### src/rtl/i2s_tx_serializer_if.sv
// Control, sample and I2S signal bundle for i2s_tx_serializer.
interface i2s_tx_serializer_if #(
    parameter int unsigned DATA_W = 24
);
    logic              audio_en;
    logic              l_data_en;
    logic              r_data_en;
    logic [DATA_W-1:0] l_data;
    logic [DATA_W-1:0] r_data;
    logic              status_clr;
    logic              bclk;
    logic              lrclk;
    logic              s_data;
    logic              sample_req;
    logic [3:0]        status;

    // Sample source / controller side.
    modport master (
        output audio_en, l_data_en, r_data_en, l_data, r_data, status_clr,
        input  bclk, lrclk, s_data, sample_req, status
    );

    // Serializer side.
    modport slave (
        input  audio_en, l_data_en, r_data_en, l_data, r_data, status_clr,
        output bclk, lrclk, s_data, sample_req, status
    );
endinterface

### src/rtl/i2s_tx_serializer.sv
// I2S transmitter: double-buffered L/R samples serialized into 64-bclk frames.
module i2s_tx_serializer #(
    parameter int unsigned BCLK_DIV = 4,
    parameter int unsigned DATA_W   = 24
) (
    input logic                clk,
    input logic                reset,
    i2s_tx_serializer_if.slave bus
);
    localparam int unsigned    HcW   = (BCLK_DIV > 2) ? $clog2(BCLK_DIV) : 1;
    localparam logic [HcW-1:0] HcMax = HcW'(BCLK_DIV - 1);

    typedef enum logic [0:0] {StIdle, StRun} state_e;

    state_e            state_q, state_d;
    logic [HcW-1:0]    hc_q, hc_d;
    logic [5:0]        bc_q, bc_d;
    logic              bclk_q, bclk_d;
    logic              lrclk_q, lrclk_d;
    logic              sdata_q, sdata_d;
    logic              sample_req_q, sample_req_d;
    logic [1:0]        status_q, status_d;
    logic [DATA_W-1:0] hold_l_q, hold_l_d, hold_r_q, hold_r_d;
    logic              full_l_q, full_l_d, full_r_q, full_r_d;
    logic [DATA_W-1:0] frame_l_q, frame_l_d, frame_r_q, frame_r_d;

    logic              load;
    logic              underrun_set;
    logic              overrun_set;
    logic [4:0]        slot;
    logic [DATA_W-1:0] word;
    logic [DATA_W-1:0] shifted;

    // Next-state: bit clock generation, frame sequencing, sample buffering, status.
    always_comb begin
        state_d      = state_q;
        hc_d         = hc_q;
        bc_d         = bc_q;
        bclk_d       = bclk_q;
        lrclk_d      = lrclk_q;
        sdata_d      = sdata_q;
        hold_l_d     = hold_l_q;
        hold_r_d     = hold_r_q;
        full_l_d     = full_l_q;
        full_r_d     = full_r_q;
        frame_l_d    = frame_l_q;
        frame_r_d    = frame_r_q;
        load         = 1'b0;
        underrun_set = 1'b0;
        overrun_set  = 1'b0;
        slot         = '0;
        word         = '0;
        shifted      = '0;

        if (!bus.audio_en) begin
            // Abort immediately; buffered samples survive the pause.
            state_d = StIdle;
            hc_d    = '0;
            bc_d    = '0;
            bclk_d  = 1'b0;
            lrclk_d = 1'b0;
            sdata_d = 1'b0;
        end else begin
            state_d = StRun;
            unique case (state_q)
                // Counters and outputs are already zero here, so the first
                // running cycle is bc=0 and simply loads a frame.
                StIdle: load = 1'b1;
                StRun: begin
                    if (hc_q == HcMax) begin
                        hc_d   = '0;
                        bclk_d = ~bclk_q;
                        if (bclk_q) begin
                            // Falling edge: advance the bit and present it.
                            bc_d    = bc_q + 6'd1;
                            lrclk_d = bc_d[5];
                            slot    = bc_d[4:0];
                            word    = bc_d[5] ? frame_r_q : frame_l_q;
                            shifted = word << (slot - 5'd1);
                            sdata_d = (slot != 5'd0) && (32'(slot) <= DATA_W) ?
                                      shifted[DATA_W-1] : 1'b0;
                            load    = (bc_q == 6'd63);
                        end
                    end else begin
                        hc_d = hc_q + 1'b1;
                    end
                end
                default: ;
            endcase
        end

        if (load) begin
            // A strobe in the load cycle bypasses straight into the frame.
            frame_l_d    = bus.l_data_en ? bus.l_data : hold_l_q;
            frame_r_d    = bus.r_data_en ? bus.r_data : hold_r_q;
            full_l_d     = 1'b0;
            full_r_d     = 1'b0;
            underrun_set = (!full_l_q && !bus.l_data_en) || (!full_r_q && !bus.r_data_en);
        end

        // Hold also takes bypassed data, so an underrun repeats the newest sample.
        if (bus.l_data_en) begin
            hold_l_d = bus.l_data;
            if (!load) full_l_d = 1'b1;
        end
        if (bus.r_data_en) begin
            hold_r_d = bus.r_data;
            if (!load) full_r_d = 1'b1;
        end
        overrun_set = (bus.l_data_en && full_l_q) || (bus.r_data_en && full_r_q);

        // Set events win over a simultaneous clear.
        status_d     = (status_q & ~{2{bus.status_clr}}) | {overrun_set, underrun_set};
        sample_req_d = load;
    end

    // State register with synchronous reset.
    always_ff @(posedge clk) begin
        if (reset) begin
            state_q      <= StIdle;
            hc_q         <= '0;
            bc_q         <= '0;
            bclk_q       <= 1'b0;
            lrclk_q      <= 1'b0;
            sdata_q      <= 1'b0;
            sample_req_q <= 1'b0;
            status_q     <= '0;
            hold_l_q     <= '0;
            hold_r_q     <= '0;
            full_l_q     <= 1'b0;
            full_r_q     <= 1'b0;
            frame_l_q    <= '0;
            frame_r_q    <= '0;
        end else begin
            state_q      <= state_d;
            hc_q         <= hc_d;
            bc_q         <= bc_d;
            bclk_q       <= bclk_d;
            lrclk_q      <= lrclk_d;
            sdata_q      <= sdata_d;
            sample_req_q <= sample_req_d;
            status_q     <= status_d;
            hold_l_q     <= hold_l_d;
            hold_r_q     <= hold_r_d;
            full_l_q     <= full_l_d;
            full_r_q     <= full_r_d;
            frame_l_q    <= frame_l_d;
            frame_r_q    <= frame_r_d;
        end
    end

    assign bus.bclk       = bclk_q;
    assign bus.lrclk      = lrclk_q;
    assign bus.s_data     = sdata_q;
    assign bus.sample_req = sample_req_q;
    assign bus.status     = {1'b0, (state_q == StRun), status_q};
endmodule

### src/flat_wrapper.sv
// flat-port wrapper written by rule: the top's interface ports become plain ports
module i2s_tx_serializer_flat 
#(
    parameter int unsigned BCLK_DIV = 4,
    parameter int unsigned DATA_W   = 24
)
  (clk, reset, bus_audio_en, bus_l_data_en, bus_r_data_en, bus_l_data, bus_r_data, bus_status_clr, bus_bclk, bus_lrclk, bus_s_data, bus_sample_req, bus_status);
  i2s_tx_serializer_if #(.DATA_W(DATA_W)) bus_i ();
  input logic clk;
  input logic reset;
  input wire logic [$bits(bus_i.audio_en)-1:0] bus_audio_en;
  input wire logic [$bits(bus_i.l_data_en)-1:0] bus_l_data_en;
  input wire logic [$bits(bus_i.r_data_en)-1:0] bus_r_data_en;
  input wire logic [$bits(bus_i.l_data)-1:0] bus_l_data;
  input wire logic [$bits(bus_i.r_data)-1:0] bus_r_data;
  input wire logic [$bits(bus_i.status_clr)-1:0] bus_status_clr;
  output wire logic [$bits(bus_i.bclk)-1:0] bus_bclk;
  output wire logic [$bits(bus_i.lrclk)-1:0] bus_lrclk;
  output wire logic [$bits(bus_i.s_data)-1:0] bus_s_data;
  output wire logic [$bits(bus_i.sample_req)-1:0] bus_sample_req;
  output wire logic [$bits(bus_i.status)-1:0] bus_status;
  assign bus_i.audio_en = bus_audio_en;
  assign bus_i.l_data_en = bus_l_data_en;
  assign bus_i.r_data_en = bus_r_data_en;
  assign bus_i.l_data = bus_l_data;
  assign bus_i.r_data = bus_r_data;
  assign bus_i.status_clr = bus_status_clr;
  assign bus_bclk = bus_i.bclk;
  assign bus_lrclk = bus_i.lrclk;
  assign bus_s_data = bus_i.s_data;
  assign bus_sample_req = bus_i.sample_req;
  assign bus_status = bus_i.status;
  i2s_tx_serializer #(.BCLK_DIV(BCLK_DIV), .DATA_W(DATA_W)) u_core (.clk(clk), .reset(reset), .bus(bus_i));
endmodule
### config.mk
export PLATFORM = sky130hd
export DESIGN_NAME = i2s_tx_serializer_flat
export DESIGN_NICKNAME = d
export VERILOG_FILES = /design/src/rtl/i2s_tx_serializer_if.sv /design/src/rtl/i2s_tx_serializer.sv /design/src/flat_wrapper.sv
export SDC_FILE = /design/constraint.sdc
export NUM_CORES = 1
export LEC_CHECK = 0
export CAP_MARGIN = 10
export CORE_MARGIN = 3
export CORE_UTILIZATION = 45
export CTS_BUF_LIST = sky130_fd_sc_hd__clkbuf_4
export CTS_CLUSTER_SIZE = 40
export DETAILED_ROUTE_END_ITERATION = 12
export PLACE_DENSITY = 0.77
export REMOVE_ABC_BUFFERS = 1
export SYNTH_ARGS = -nofsm -noshare
export SYNTH_HDL_FRONTEND = slang
export SYNTH_SLANG_ARGS = --single-unit
export TNS_END_PERCENT = 30
### constraint.sdc
create_clock -name clk -period 6.15 [get_ports clk]
set_input_delay 1.23 -clock clk [delete_from_list [all_inputs] [get_ports clk]]
set_output_delay 1.23 -clock clk [all_outputs]
set_load 0.02 [all_outputs]
# Yosys cells after proc, flatten, opt, wreduce, memory -nomap -nowiden
# Index checks and enable logic that the tools add are counted.
# classes
addsub	3
n_mul	0
div_mod_pow	0
magnitude_cmp	1
n_eq_ne	2
shifts	1
n_mux	17
bitwise	6
reduce_logical	15
# op_table
cell	n
24-bit two-way mux	3
24-bit by 5-bit << shifter with 24-bit output	1
1-bit two-way mux	12
6-bit by 1-bit adder with 6-bit output, second input constant	1
6-bit == test, second input constant	1
5-bit less-or-equal comparator, second input constant	1
1-bit logical AND	5
5-bit nonzero test	1
5-bit by 1-bit subtractor with 5-bit output, second input constant	1
1-bit zero test	4
1-bit NOT	3
3-bit AND reduction	1
2-bit by 1-bit adder with 2-bit output, second input constant	1
2-bit AND	1
2-bit == test, second input constant	1
1-bit logical OR	2
2-bit two-way mux	1
2-bit NOT	1
2-bit bitwise OR	1
1-bit case mux with 2 select lines	1
2-bit AND reduction	1
2-bit OR reduction	1
# totals
ff_bits	113
latchBits	0
ramBits	0
mem_bits_ro	0
out_inout_bits	8
wordCells	59
memories	0

# Longest topological paths before layout
# Gate-level depths: netlist of run 1.
# logic_depth
word_depth	8
mapped_depth	9
depth_no_buf	8

# Worst setup path after synthesis of run 1
# No wires, ideal clock.
# synth_path
path_type	input -> register
start	in bus_r_data_en
end	reg u_core.frame_r_q[16]
t_arrival_ps	2281
t_required_ps	6033
slack_ps	3752
path_stages	5
path_buffers	2
path_cell_list	buf_2 buf_1 mux2i_1 nor2_1 o22a_1
# synth_between
elab_chain_cells	1
# synth_lines
element	line	source
start: declaration	flat_wrapper.sv:13	input wire logic [$bits(bus_i.r_data_en)-1:0] bus_r_data_en;
24-bit two-way mux	i2s_tx_serializer.sv:95	frame_r_d = bus.r_data_en ? bus.r_data : hold_r_q;
end signal: assignment	i2s_tx_serializer.sv:148	frame_r_q <= frame_r_d;
end: declaration	i2s_tx_serializer.sv:25	logic [DATA_W-1:0] frame_l_q, frame_l_d, frame_r_q, frame_r_d;
# Every way passes these cells.
# A chain may end at the register's enable or synchronous reset.

==> summary.md, run 1 <==
| Metric | Value |
|---|---|
| Cells after synthesis | 435 |
| First DRT Iteration DRCs | 167 |
| CP Cell Sequence | buf_4 > clkdlybuf4s50_1 |
| Initial antenna violation count | 0 |
| Synthesized flop and latch total | 112 |
| Fraction of layout cells with a size suffix above 1 | 6.28% |
| Yosys cell types | 48 |
| Die X | 106 um |
| Worst path slowest cell | clkdlybuf4s50_1 |
| Pint | 952 uW |
| P&R area growth vs syn | 16.4% |
| Initial Util | 47.4% |
| Most common cell in the netlist | dfxtp_1 |
| Setup_tns | 0 ps |
| CTS buffer count | 9 |
| P per Cell Area | 246 nW/um^2 |
| Post-CTS sizing | 0 |
| CTS tree | built |
| Worst Path Arrival | 1800 ps |
| Via count | 3246 |
| First-pass DRT Iterations | 5 |
| Async set or reset register ratio after synthesis | 0% |
| Worst-margin pin slew | 1060 ps |
| Net Sw Frac | 25.7% |
| IO Pins | 62 |
| Fin nets | 530 |
| Worst hold slack | 502 ps |
| Clock buffer depth | 2 |
| Die Height | 106 um |
| Final ANT Viol Nets | 0 |
| Row count | 35 |
| Crit path buf inv count | 2 |
| H-tree depth | 3 |
| HP Class | reg2reg |
| Worst setup path category | reg2out |
| Final wirelength | 8940 um |
| DIE AREA | 11200 um^2 |
| Seq pwr share | 62.4% |
| Wire per inst | 14.7 um |
| Post-synthesis instance area | 4480 um^2 |
| R2R setup slack | 3380 ps |
| P_leak | 2.22 nW |
| Post-CTS Setup Bufs | 0 |
| Vias per inst | 5.35 |
| Ranking of synthesized cells by area | dfxtp_1 50%, mux2i_1 14%, o22a_1 9.4%, nor2_1 5.4%, nand3_1 1.7% |
| First-pass GRT wire length | 15200 um |
| Max stage delay on crit path | 690 ps |
| Fin. Hold Viols | 0 |
| Gate power share | 11.5% |
| Setup ws final | 3120 ps |
| Antenna Cells | 0 |
| Commonest cells post-synth | 112 x dfxtp_1, 65 x nor2_1, 63 x mux2i_1 |
| Max FO, Critical Path | 24 |
| Core footprint | 9460 um^2 |
| Psw | 330 uW |
| # setup viols final | 0 |
| Gpl congestion | 0.813 |
| Max-slew violations | 0 |
| GRT Util Overall | 16.5% |
| DRC | 0 |
| Clock root buffer | clkbuf_4 |
| Setup slack after placement | 2800 ps |
| Kind of end point of the critical path | output port |
| Worst-Skew Late Latency | 460 ps |
| Hold buffer count at cts | 0 |
| Fmax | 330 MHz |
| Unrepaired setup endpoints after global routing | no |
| # Max-Cap Violations | 0 |
| Largest net degree at the start of global routing | 53 |
| Total grt overflow | 0 |
| Hpwl dp | 6090 um |
| Top_reg_cell synth | dfxtp_1 |
| Clk_skew | 14.9 ps |
| Worst IR Drop VDD | 0.160 mV |
| Worst path top cell family by delay | buffers and inverters |
| Final period util | 49.3% |
| Vias in the first global route | 3130 |
| Startpoint types | flop |
| Filler Cell Count | 865 |
| Relative slew margins | 29.3% |
| Min Tclk post-route | 3030 ps |
| Clock transition at path regs | 170 ps |
| Post-synth EDFFs | 0 |
| CTS Sinks | 112 |
| Share of the synthesized area in the top cell type | 50.0% |
| Outcome | finished, final reports clean |
| Clock share of power | 26.0% |
| Largest area contributor in the netlist | dfxtp_1 |
| Syn_area_per_cell | 10.3 um^2 |
| Sequential-to-total area share from yosys stat | 50.0% |
| # port buffers | 60 |
| Required @ worst endpoint | 4920 ps |
| Ys Warns | 0 |
## sequential cells by signal, summed over array words and instances (netlist names)
name	cells
u_core.bc_q	6
u_core.bus.bclk	1
u_core.bus.s_data	1
u_core.bus.sample_req	1
u_core.frame_l_q	24
u_core.frame_r_q	24
u_core.full_l_q	1
u_core.full_r_q	1
u_core.hc_q	2
u_core.hold_l_q	24
u_core.hold_r_q	24
u_core.state_q	1
u_core.status_q	2
## cell families after synthesis
logic type / Yosys count / synth area share [%]
simple gates: 118 / 12.6
flops: 112 / 50.0
compound gates: 88 / 15.8
mux: 65 / 15.1
buf+inv: 41 / 4.30
xor+xnor: 7 / 1.37
fa+ha+maj: 3 / 0.837
other cells: 1 / 0.0836
## power by group through the flow
stage	logic (mW)	registers [mW]	clock network, mW
global placement	0.145	0.814	0
global route	0.165	0.807	0.372
detailed placement	0.150	0.816	0
CTS	0.150	0.800	0.346
floorplan	0.0808	0.811	0
finish	0.148	0.800	0.334
## per-stage QoR
step           area (um^2)  cells  utilization, %  total power, mW
2_1_floorplan         4310    399               -            0.892
3_3_place_gp          5090    591            53.8            0.958
3_5_place_dp          5090    591            53.8            0.966
4_1_cts               5220    607            55.2             1.30
5_1_grt               5220    607            55.2             1.34
6_report              5220    607            55.2             1.28
## worst paths after layout
check,start,end,cells after the start
setup / recovery,u_core.bc_q[5],bus_lrclk,2
hold / removal,u_core.frame_r_q[22],u_core.frame_r_q[22],1
setup reg to reg,u_core.bc_q[0],u_core.frame_l_q[8],7
hold reg to reg,u_core.frame_r_q[22],u_core.frame_r_q[22],1
## per-layer routing
| metal | wire (um) | part of all wire, % | vias up | track usage (%) |
|---|---|---|---|---|
| met3 | 415 | 4.6 | 11 | 4.78 |
| met1 | 4180 | 47 | 1512 | 22.7 |
| li1 | - | - | 1644 | - |
| met4 | 110 | 1.2 | 0 | 3.61 |
| met2 | 4230 | 47 | 79 | 25.9 |
| met5 | 0 | 0 | - | 0 |
## placed cells by master, fill, tap and decap left out, drive strengths merged, types with 5 or more instances in the layout
cell type | Yosys | routed
nor2 | 66 | 66
mux2i | 63 | 63
buf | 20 | 6
o21ai | 13 | 13
dfxtp | 112 | 112
nand2b | 5 | 5
o22a | 48 | 48
inv | 5 | 8
nand2 | 9 | 9
clkbuf | 16 | 9
clkdlybuf4s50 | 0 | 57
nand3 | 16 | 16
## cell type report
| type | instances | area [um^2] | area share [%] |
|---|---|---|---|
| Clock buffer | 9 | 67.6 | 1.29 |
| Clock inverter | 7 | 62.6 | 1.20 |
| Inverter | 5 | 18.8 | 0.360 |
| Multi-Input combinational cell | 282 | 2060 | 39.4 |
| Sequential cell | 112 | 2240 | 43.0 |
| Tap cell | 129 | 161 | 3.09 |
| Timing Repair Buffer | 63 | 608 | 11.7 |
No activity file was read; power rests on OpenSTA's default activity.
==> run 2: changes to the inputs <==
--- a/config.mk
+++ b/config.mk
@@ -11,7 +11,7 @@
 export CTS_BUF_LIST = sky130_fd_sc_hd__clkbuf_4
 export CTS_CLUSTER_SIZE = 40
 export DETAILED_ROUTE_END_ITERATION = 12
-export PLACE_DENSITY = 0.77
+export PLACE_DENSITY = 0.79
 export REMOVE_ABC_BUFFERS = 1
 export SYNTH_ARGS = -nofsm -noshare
 export SYNTH_HDL_FRONTEND = slang
==> constraint.sdc (replaced) <==
create_clock -name clk -period 2.7 [get_ports clk]
set_input_delay 0.54 -clock clk [delete_from_list [all_inputs] [get_ports clk]]
set_output_delay 0.54 -clock clk [all_outputs]
set_load 0.02 [all_outputs]
==> summary.md, run 2 (same netlist as run 1, synthesis figures left out) <==
| Metric | Value |
|---|---|
| Clock share of power | 28.4% (+2.4 points) |
| # port buffers | 60 (unchanged) |
| CP Cell Sequence | clkdlybuf4s50_1 |
| Clock root buffer | clkbuf_4 |
| Post-layout util | 55.8% (+0.63 points) |
| DIE AREA | 11200 um^2 (unchanged) |
| Vias per inst | 5.38 (+0.60%) |
| Clock transition at path regs | 160 ps (about the same) |
| Leading cell type in the layout, fill and taps excluded | dfxtp_1 |
| Fin nets | 534 (+0.75%) |
| R2R setup slack | 290 ps (-3090 ps) |
| Fraction of layout cells with a size suffix above 1 | 6.85% (+0.57 points) |
| Row count | 35 (unchanged) |
| Hold buffer count at cts | 0 (unchanged) |
| DRC | 0 (unchanged) |
| Required @ worst endpoint | 2160 ps (-2760 ps) |
| Vias in the first global route | 3259 (+4.1%) |
| Worst path slowest cell | dfxtp_1 |
| Gate power share | 11.3% (-0.2 points) |
| P per Cell Area | 572 nW/um^2 (+130%) |
| Relative slew margins | 27.8% (-1.5 points) |
| Final period util | 90.1% |
| Post-CTS Setup Bufs | 0 (unchanged) |
| IO Pins | 62 (unchanged) |
| CTS Sinks | 112 (unchanged) |
| Max stage delay on crit path | 730 ps (+40 ps) |
| Commonest cells after routing, fill and taps aside | 111 x dfxtp_1, 64 x nor2_1, 63 x mux2i_1, 59 x clkdlybuf4s50_1, 48 x o22a_1 |
| Total grt overflow | 0 (unchanged) |
| Die X | 106 um (unchanged) |
| P&R area growth vs syn | 17.7% |
| First-pass DRT Iterations | 5 (unchanged) |
| Outcome | finished, final reports clean |
| Worst Path Arrival | 1890 ps (+90 ps) |
| H-tree depth | 3 (unchanged) |
| Min Tclk post-route | 2430 ps |
| Reg2reg end | u_core.bus.s_data |
| Initial antenna violation count | 0 (unchanged) |
| Max FO, Critical Path | 13 (-46%) |
| First DRT Iteration DRCs | 137 (-18%) |
| Antenna Cells | 0 (unchanged) |
| GRT Util Overall | 17.1% (+0.61 points) |
| Final wirelength | 9340 um (+4.5%) |
| Worst hold slack | 491 ps (-11.0 ps) |
| Worst-margin pin slew | 1080 ps (+22.0 ps) |
| P_leak | 2.25 nW (+1.2%) |
| Net Sw Frac | 24.8% (-0.92 points) |
| Worst-Skew Late Latency | 450 ps (about the same) |
| Gpl congestion | 0.836 (+2.8%) |
| Initial Util | 47.4% (unchanged) |
| Worst reg2reg startpoint | u_core.bc_q[0] |
| Worst IR Drop VDD | 0.307 mV (+91%) |
| Die Height | 106 um (unchanged) |
| Hold path endpoint | u_core.status_q[1] |
| R2R depth | 7 (unchanged) |
| Fmax | 411 MHz |
| Crit path buf inv count | 1 (-1) |
| Pint | 2.27 mW (+140%) |
| Wire per inst | 15.3 um (+3.8%) |
| First-pass GRT wire length | 15600 um (+2.7%) |
| Unrepaired setup endpoints after global routing | no |
| Hold Path Stages | 2 (+1) |
| Post-CTS sizing | 0 (unchanged) |
| Psw | 749 uW (+130%) |
| Largest net degree at the start of global routing | 51 (-3.8%) |
| Max-slew violations | 0 (unchanged) |
| CTS buffer count | 9 (unchanged) |
| Setup ws final | 268 ps (-2850 ps) |
| Via count | 3287 (+1.3%) |
| Fin. Hold Viols | 0 (unchanged) |
| Final ANT Viol Nets | 0 (unchanged) |
| Core footprint | 9460 um^2 (unchanged) |
| # Max-Cap Violations | 0 (unchanged) |
| CTS tree | built |
| Startpoint types | flop |
| Setup slack after placement | 196 ps (-2610 ps) |
| # setup viols final | 0 (unchanged) |
| Seq pwr share | 60.3% (-2.1 points) |
| Kind of end point of the critical path | output port |
| Worst setup path category | reg2out |
| Worst hold path startpoint | reset |
| Clk_skew | 19.2 ps (+4.37 ps) |
| Clock buffer depth | 2 (unchanged) |
| Filler Cell Count | 877 (+1.4%) |
| Worst path top cell family by delay | flip-flops |
| HP Class | in2reg |
| Hpwl dp | 6640 um (+9.2%) |
-- run 2: cell types whose count changed in the layout (fill, tap and decap cells not counted), sizes merged --
cell           previous run  this run
clkinvlp                  1         2
clkbuf                    9        10
buf                       6         8
clkinv                    3         0
clkdlybuf4s50            57        59
bufinv                    0         1
-- run 2: layer usage --
layer	share of wire, %	vias up	track usage [%]
met5	0	-	0
met4	1.3	0	5.92
met2	46	54	27.8
met3	3.7	8	3.37
met1	49	1572	22.9
li1	-	1653	-
-- run 2: cell type report --
cell class              instances  area [um^2]  area share [%]
clock buffers                  10         75.1            1.42
repair buffers                 67          648            12.3
well taps                     129          161            3.06
multi-input cells             282         2060            39.0
flip-flops and latches        112         2240            42.5
clock inverters                 6         73.8            1.40
inverters                       5         18.8           0.356
-- run 2: power groups by stage --
stage               logic [mW]  clock network (mW)  registers, mW
finish                   0.340               0.857           1.82
global route             0.378               0.938           1.84
CTS                      0.345               0.881           1.82
detailed placement       0.344                   0           1.86
global placement         0.333                   0           1.85
floorplan                0.184                   0           1.85
-- run 2: worst max path at each step --
stage | start | slack (ps) | endpoint | cells after the start
global route | u_core.bc_q[0] | 100 | u_core.bus.s_data | 7
detailed placement | u_core.bc_q[0] | 200 | u_core.bus.s_data | 7
global placement | u_core.bc_q[0] | 170 | u_core.bus.s_data | 7
floorplan | u_core.bc_q[5] | -850 | u_core.frame_l_q[0] | 5
finish | u_core.bc_q[5] | 270 | bus_lrclk | 1
CTS | u_core.bc_q[0] | 160 | u_core.bus.s_data | 7
-- run 2: per-stage QoR --
| stage | total power [mW] | std cells | cell area (um^2) | setup TNS, ps |
|---|---|---|---|---|
| 6_report | 3.02 | 611 | 5280 | 0 |
| 5_1_grt | 3.15 | 611 | 5280 | 0 |
| 3_3_place_gp | 2.19 | 595 | 5130 | 0 |
| 4_1_cts | 3.05 | 611 | 5280 | 0 |
| 2_1_floorplan | 2.03 | 399 | 4310 | -42530 |
| 3_5_place_dp | 2.20 | 595 | 5130 | 0 |
==> patch 1: new RTL, config.mk and constraints of run 2 <==
`BCLK_DIV` is set to 4 in 2 places; all go to 8.
--- a/src/rtl/i2s_tx_serializer.sv
+++ b/src/rtl/i2s_tx_serializer.sv
@@ -1,6 +1,6 @@
 // I2S transmitter: double-buffered L/R samples serialized into 64-bclk frames.
 module i2s_tx_serializer #(
-    parameter int unsigned BCLK_DIV = 4,
+    parameter int unsigned BCLK_DIV = 8,
     parameter int unsigned DATA_W   = 24
 ) (
     input logic                clk,
--- a/src/flat_wrapper.sv
+++ b/src/flat_wrapper.sv
@@ -1,7 +1,7 @@
 // flat-port wrapper written by rule: the top's interface ports become plain ports
 module i2s_tx_serializer_flat 
 #(
-    parameter int unsigned BCLK_DIV = 4,
+    parameter int unsigned BCLK_DIV = 8,
     parameter int unsigned DATA_W   = 24
 )
   (clk, reset, bus_audio_en, bus_l_data_en, bus_r_data_en, bus_l_data, bus_r_data, bus_status_clr, bus_bclk, bus_lrclk, bus_s_data, bus_sample_req, bus_status);
Behaviour: not the same (a bounded check fails within 10 cycles, from zero or initial values and one cycle with reset high).
==> patch 1 against run 2 <==
- clock power rose by 72%
- routed wire length rose by 6.5%
- synthesized area rose by 2.7%
- final area rose by 6.8%
- combinational power rose by 5%
- setup slack improved by 6.9 ps
- total power rose by 21%
- sequential cell count rose by 1
- global-route usage rose by 0.96 points
- fmax rose by 0.29%
- critical path type is now flip-flop to flip-flop
- critical endpoint is now u_core.frame_r_q[15]
==> patch 1: results (changes against run 2) <==
Detailed Route Iter0 Violations = 142 (was 137)
Clk_lat worst skew = 470 ps (was 450 ps)
CTS H-tree depth = 4 (was 3)
Synth cell types = 55 (was 48)
Pre-Repair DR Iteration Count = 4 (was 5)
CP delay by family, top = simple AND/OR/NAND/NOR gates (was flip-flops)
Post-synthesis sequential area ratio = 0.491 (was 0.500)
Initial antenna violation count = 0 (unchanged)
Share of layout cells above drive strength 1 = 0.102 (was 0.0685)
Worst IR Drop VDD = 401 µV (was 307 µV)
Crit-path slowest cell = nor2_4 (was dfxtp_1)
Arr. time, crit path = 2830 ps (was 1890 ps)
Outcome = finished clean (unchanged)
Vias = 3472 (was 3287)
Num CTS Buffers = 17 (was 9)
DR WL/cell = 15.1 µm (was 15.3 µm)
Slew @ Worst Pin = 1050 ps (was 1080 ps)
Pleak = 2.42 nW (was 2.25 nW)
Fin nets = 572 (was 534)
Total global-route track usage = 0.181 (was 0.171)
Post-synth top cells = dfxtp_1 (113), nor2_1 (66), mux2i_1 (53), o22a_1 (48), clkbuf_1 (26) (was dfxtp_1 (112), nor2_1 (65), mux2i_1 (63), o22a_1 (48), clkbuf_1 (16))
Post-DP Area = 5290 µm² (was 5130 µm²)
Worst Clk Skew = 18.8 ps (was 19.2 ps)
Ranking of synthesized cells by area = dfxtp_1 (49%), mux2i_1 (12%), o22a_1 (9.1%) (was dfxtp_1 (50%), mux2i_1 (14%), o22a_1 (9.4%))
Crit-path max FO = 50 (was 13)
Worst reg2reg path depth = 6 (was 7)
patch 1: changes by cell type after synthesis, sizes merged, moves of 4 or more:
cell,delta
a2111oi,+4
buf,-5
clkbuf,+10
mux2i,-10
nand2,+4
o211ai,-4
patch 1: logic make-up (layout without fill, tap and decap cells):
kind of cell               count (synthesis)  after routing  synth area share
AOI/OAI and AO/OA                        102            102             0.173
and+or+nand+nor                          126            126             0.127
xor gates and xnor gates                  11             11            0.0209
buffers and inverters                     48            113            0.0457
DFF                                      113            113             0.491
other                                      1              1          0.000815
adders and majority gates                  4              4            0.0109
muxes                                     57             57             0.130
patch 1: where the power goes:
part,internal [mW],switching (mW)
clock network,0.823,0.645
registers,1.78,0.0552
logic,0.200,0.157
patch 1: layout make-up:
class | instances | area, µm²
clock buffers | 17 | 128
clock inverters | 15 | 216
fillers | 845 | 4230
inverters | 7 | 26.3
multi-input cells | 301 | 2140
flip-flops and latches | 113 | 2260
well taps | 133 | 166
repair buffers | 74 | 701
patch 1: final timing paths:
kind	start	endpoint	slack [ps]
max reg2reg	u_core.bc_q[0]	u_core.frame_r_q[15]	270
min reg2reg	u_core.hc_q[1]	u_core.hc_q[1]	480
min	reset	u_core.hold_r_q[14]	420
max	u_core.bc_q[0]	u_core.frame_r_q[15]	270
patch 1: stage by stage:
step,instances,power (mW),util,setup WS [ps],setup TNS (ps)
after floorplan,421,2.06,-,-993,-49520
after global placement,628,2.22,0.537,292,0
final,660,3.66,0.572,275,0
after global routing,660,3.83,0.572,66.4,0
after detailed placement,628,2.24,0.537,282,0
after CTS,660,3.70,0.572,240,0
patch 1: per-layer routing:
metal,vias to the layer above,global-route usage,part of all wire
met4,0,0.0511,0.0097
met2,80,0.294,0.46
met3,7,0.0458,0.048
met5,-,0,0
li1,1775,-,-
met1,1610,0.238,0.48
==> patch 2: new RTL, config.mk and constraints of run 2 <==
Without the edit above. Take the reset off `bc_q`, `hold_l_q` and `hold_r_q` and load them in a clocked block of their own.
--- a/src/rtl/i2s_tx_serializer.sv
+++ b/src/rtl/i2s_tx_serializer.sv
@@ -119,14 +119,11 @@
         if (reset) begin
             state_q      <= StIdle;
             hc_q         <= '0;
-            bc_q         <= '0;
             bclk_q       <= 1'b0;
             lrclk_q      <= 1'b0;
             sdata_q      <= 1'b0;
             sample_req_q <= 1'b0;
             status_q     <= '0;
-            hold_l_q     <= '0;
-            hold_r_q     <= '0;
             full_l_q     <= 1'b0;
             full_r_q     <= 1'b0;
             frame_l_q    <= '0;
@@ -134,19 +131,22 @@
         end else begin
             state_q      <= state_d;
             hc_q         <= hc_d;
-            bc_q         <= bc_d;
             bclk_q       <= bclk_d;
             lrclk_q      <= lrclk_d;
             sdata_q      <= sdata_d;
             sample_req_q <= sample_req_d;
             status_q     <= status_d;
-            hold_l_q     <= hold_l_d;
-            hold_r_q     <= hold_r_d;
             full_l_q     <= full_l_d;
             full_r_q     <= full_r_d;
             frame_l_q    <= frame_l_d;
             frame_r_q    <= frame_r_d;
         end
+    end
+
+    always_ff @(posedge clk) begin
+        bc_q     <= bc_d;
+        hold_l_q <= hold_l_d;
+        hold_r_q <= hold_r_d;
     end
 
     assign bus.bclk       = bclk_q;
Check against the original RTL: not equivalent (a bounded check fails within 10 cycles, from zero or initial values and one cycle with reset high).
==> patch 2 against run 2 <==
- worst hold slack got worse by 11 ps
- final area rose by 7.4%
- cell count rose by 4.3%
- clock skew fell by 3.2 ps
- critical path type is now flip-flop to flip-flop
- total power rose by 22%
- synthesized area rose by 3.2%
- sequential cell count rose by 1
- setup slack got worse by 27 ps
- routed wire length rose by 11%
- critical path depth rose by 6
==> patch 2: results (changes against run 2) <==
Clk_lat worst skew = 520 ps (was 450 ps)
P_sw = 860 µW (was 749 µW)
Num CTS Buffers = 17 (was 9)
Gpl congestion = 0.887 (was 0.836)
First-pass GRT wire length = 17.1 mm (was 15.6 mm)
Vias = 3352 (was 3287)
Post-Synthesis Cells = 431 (was 435)
Vias in the first global route = 3477 (was 3259)
Total global-route track usage = 0.192 (was 0.171)
Slew HR = 0.213 (was 0.278)
Worst Clk Skew = 16.0 ps (was 19.2 ps)
Hold_sp = u_core.frame_r_q[12] (was reset)
Hold Crit Depth = 1 (was 2)
Synth cell types = 62 (was 48)
DR WL/cell = 16.3 µm (was 15.3 µm)
Post-DP Area = 5330 µm² (was 5130 µm²)
Pre-Repair DR Iteration Count = 4 (was 5)
Slowest stage delay, CP = 560 ps (was 730 ps)
Share of layout cells above drive strength 1 = 0.208 (was 0.0685)
Detailed Route Iter0 Violations = 112 (was 137)
Gate power share = 0.097 (was 0.113)
Number of synthesized register bits = 113 (was 112)
CTS H-tree depth = 4 (was 3)
Final Non-Filler Cells = 637 (was 611)
WS Path Type = flip-flop to flip-flop (was flip-flop to primary output)
Final Worst Setup Slack = 241 ps (was 268 ps)
Diodes inserted = 0 (unchanged)
Ranking of synthesized cells by area = dfxtp_1 (49%), mux2_2 (12%), mux2i_1 (7.1%) (was dfxtp_1 (50%), mux2i_1 (14%), o22a_1 (9.4%))
Crit-path slowest cell = ha_1 (was dfxtp_1)
Pleak = 2.16 nW (was 2.25 nW)
Outcome = finished clean (unchanged)
Fin nets = 548 (was 534)
CP delay by family, top = compound AO/OA/AOI/OAI gates (was flip-flops)
Post-synthesis sequential area ratio = 0.489 (was 0.500)
Arr. time, crit path = 2850 ps (was 1890 ps)
-- patch 2: changes by cell type in the layout (fill, tap and decap cells not counted), moves of 7 or more --
cell,before,now
clkbuf_4,10,17
o22a_1,48,0
nor2_1,64,37
a22o_1,1,27
mux2_2,0,48
mux2i_1,63,33
-- patch 2: path summary, 6_finish.rpt --
path / endpoint
worst max register to register: u_core.bus.s_data
worst min register to register: u_core.frame_r_q[12]
worst max-delay path: u_core.bus.s_data
worst min-delay path: u_core.frame_r_q[12]
-- patch 2: cell families (layout without fill, tap and decap cells) --
group	count (synthesis)	in the layout	share of synthesized area
buffers and inverters	39	112	0.0416
AO/OA/AOI/OAI	81	81	0.137
multiplexers	82	82	0.193
adder cells (fa/ha/maj)	3	3	0.00811
other	1	1	0.000810
flip-flops	113	113	0.489
XOR/XNOR	11	11	0.0208
AND/OR/NAND/NOR	101	101	0.110
-- patch 2: cell type report --
class / count / area (µm²)
multi-input cells: 279 / 2170
clock buffers: 17 / 128
repair buffers: 73 / 698
inverters: 7 / 26.3
flip-flops and latches: 113 / 2260
well taps: 133 / 166
clock inverters: 15 / 215
fillers: 826 / 4200
-- patch 2: per-layer routing --
| metal | up-vias | share of wire | track usage |
|---|---|---|---|
| met4 | 0 | 0.010 | 0.0649 |
| met1 | 1600 | 0.47 | 0.246 |
| met2 | 70 | 0.47 | 0.307 |
| met3 | 13 | 0.046 | 0.0624 |
| met5 | - | 0 | 0 |
| li1 | 1669 | - | - |
-- patch 2: through the flow --
stage                      util  power [mW]  hold slack, ps  setup TNS [ps]
after CTS                 0.575        3.72             485               0
final                     0.575        3.69             480               0
after floorplan               -        2.08             434           -2640
after global routing      0.575        3.86             504               0
after detailed placement  0.540        2.25             455               0
after global placement    0.540        2.24             455               0
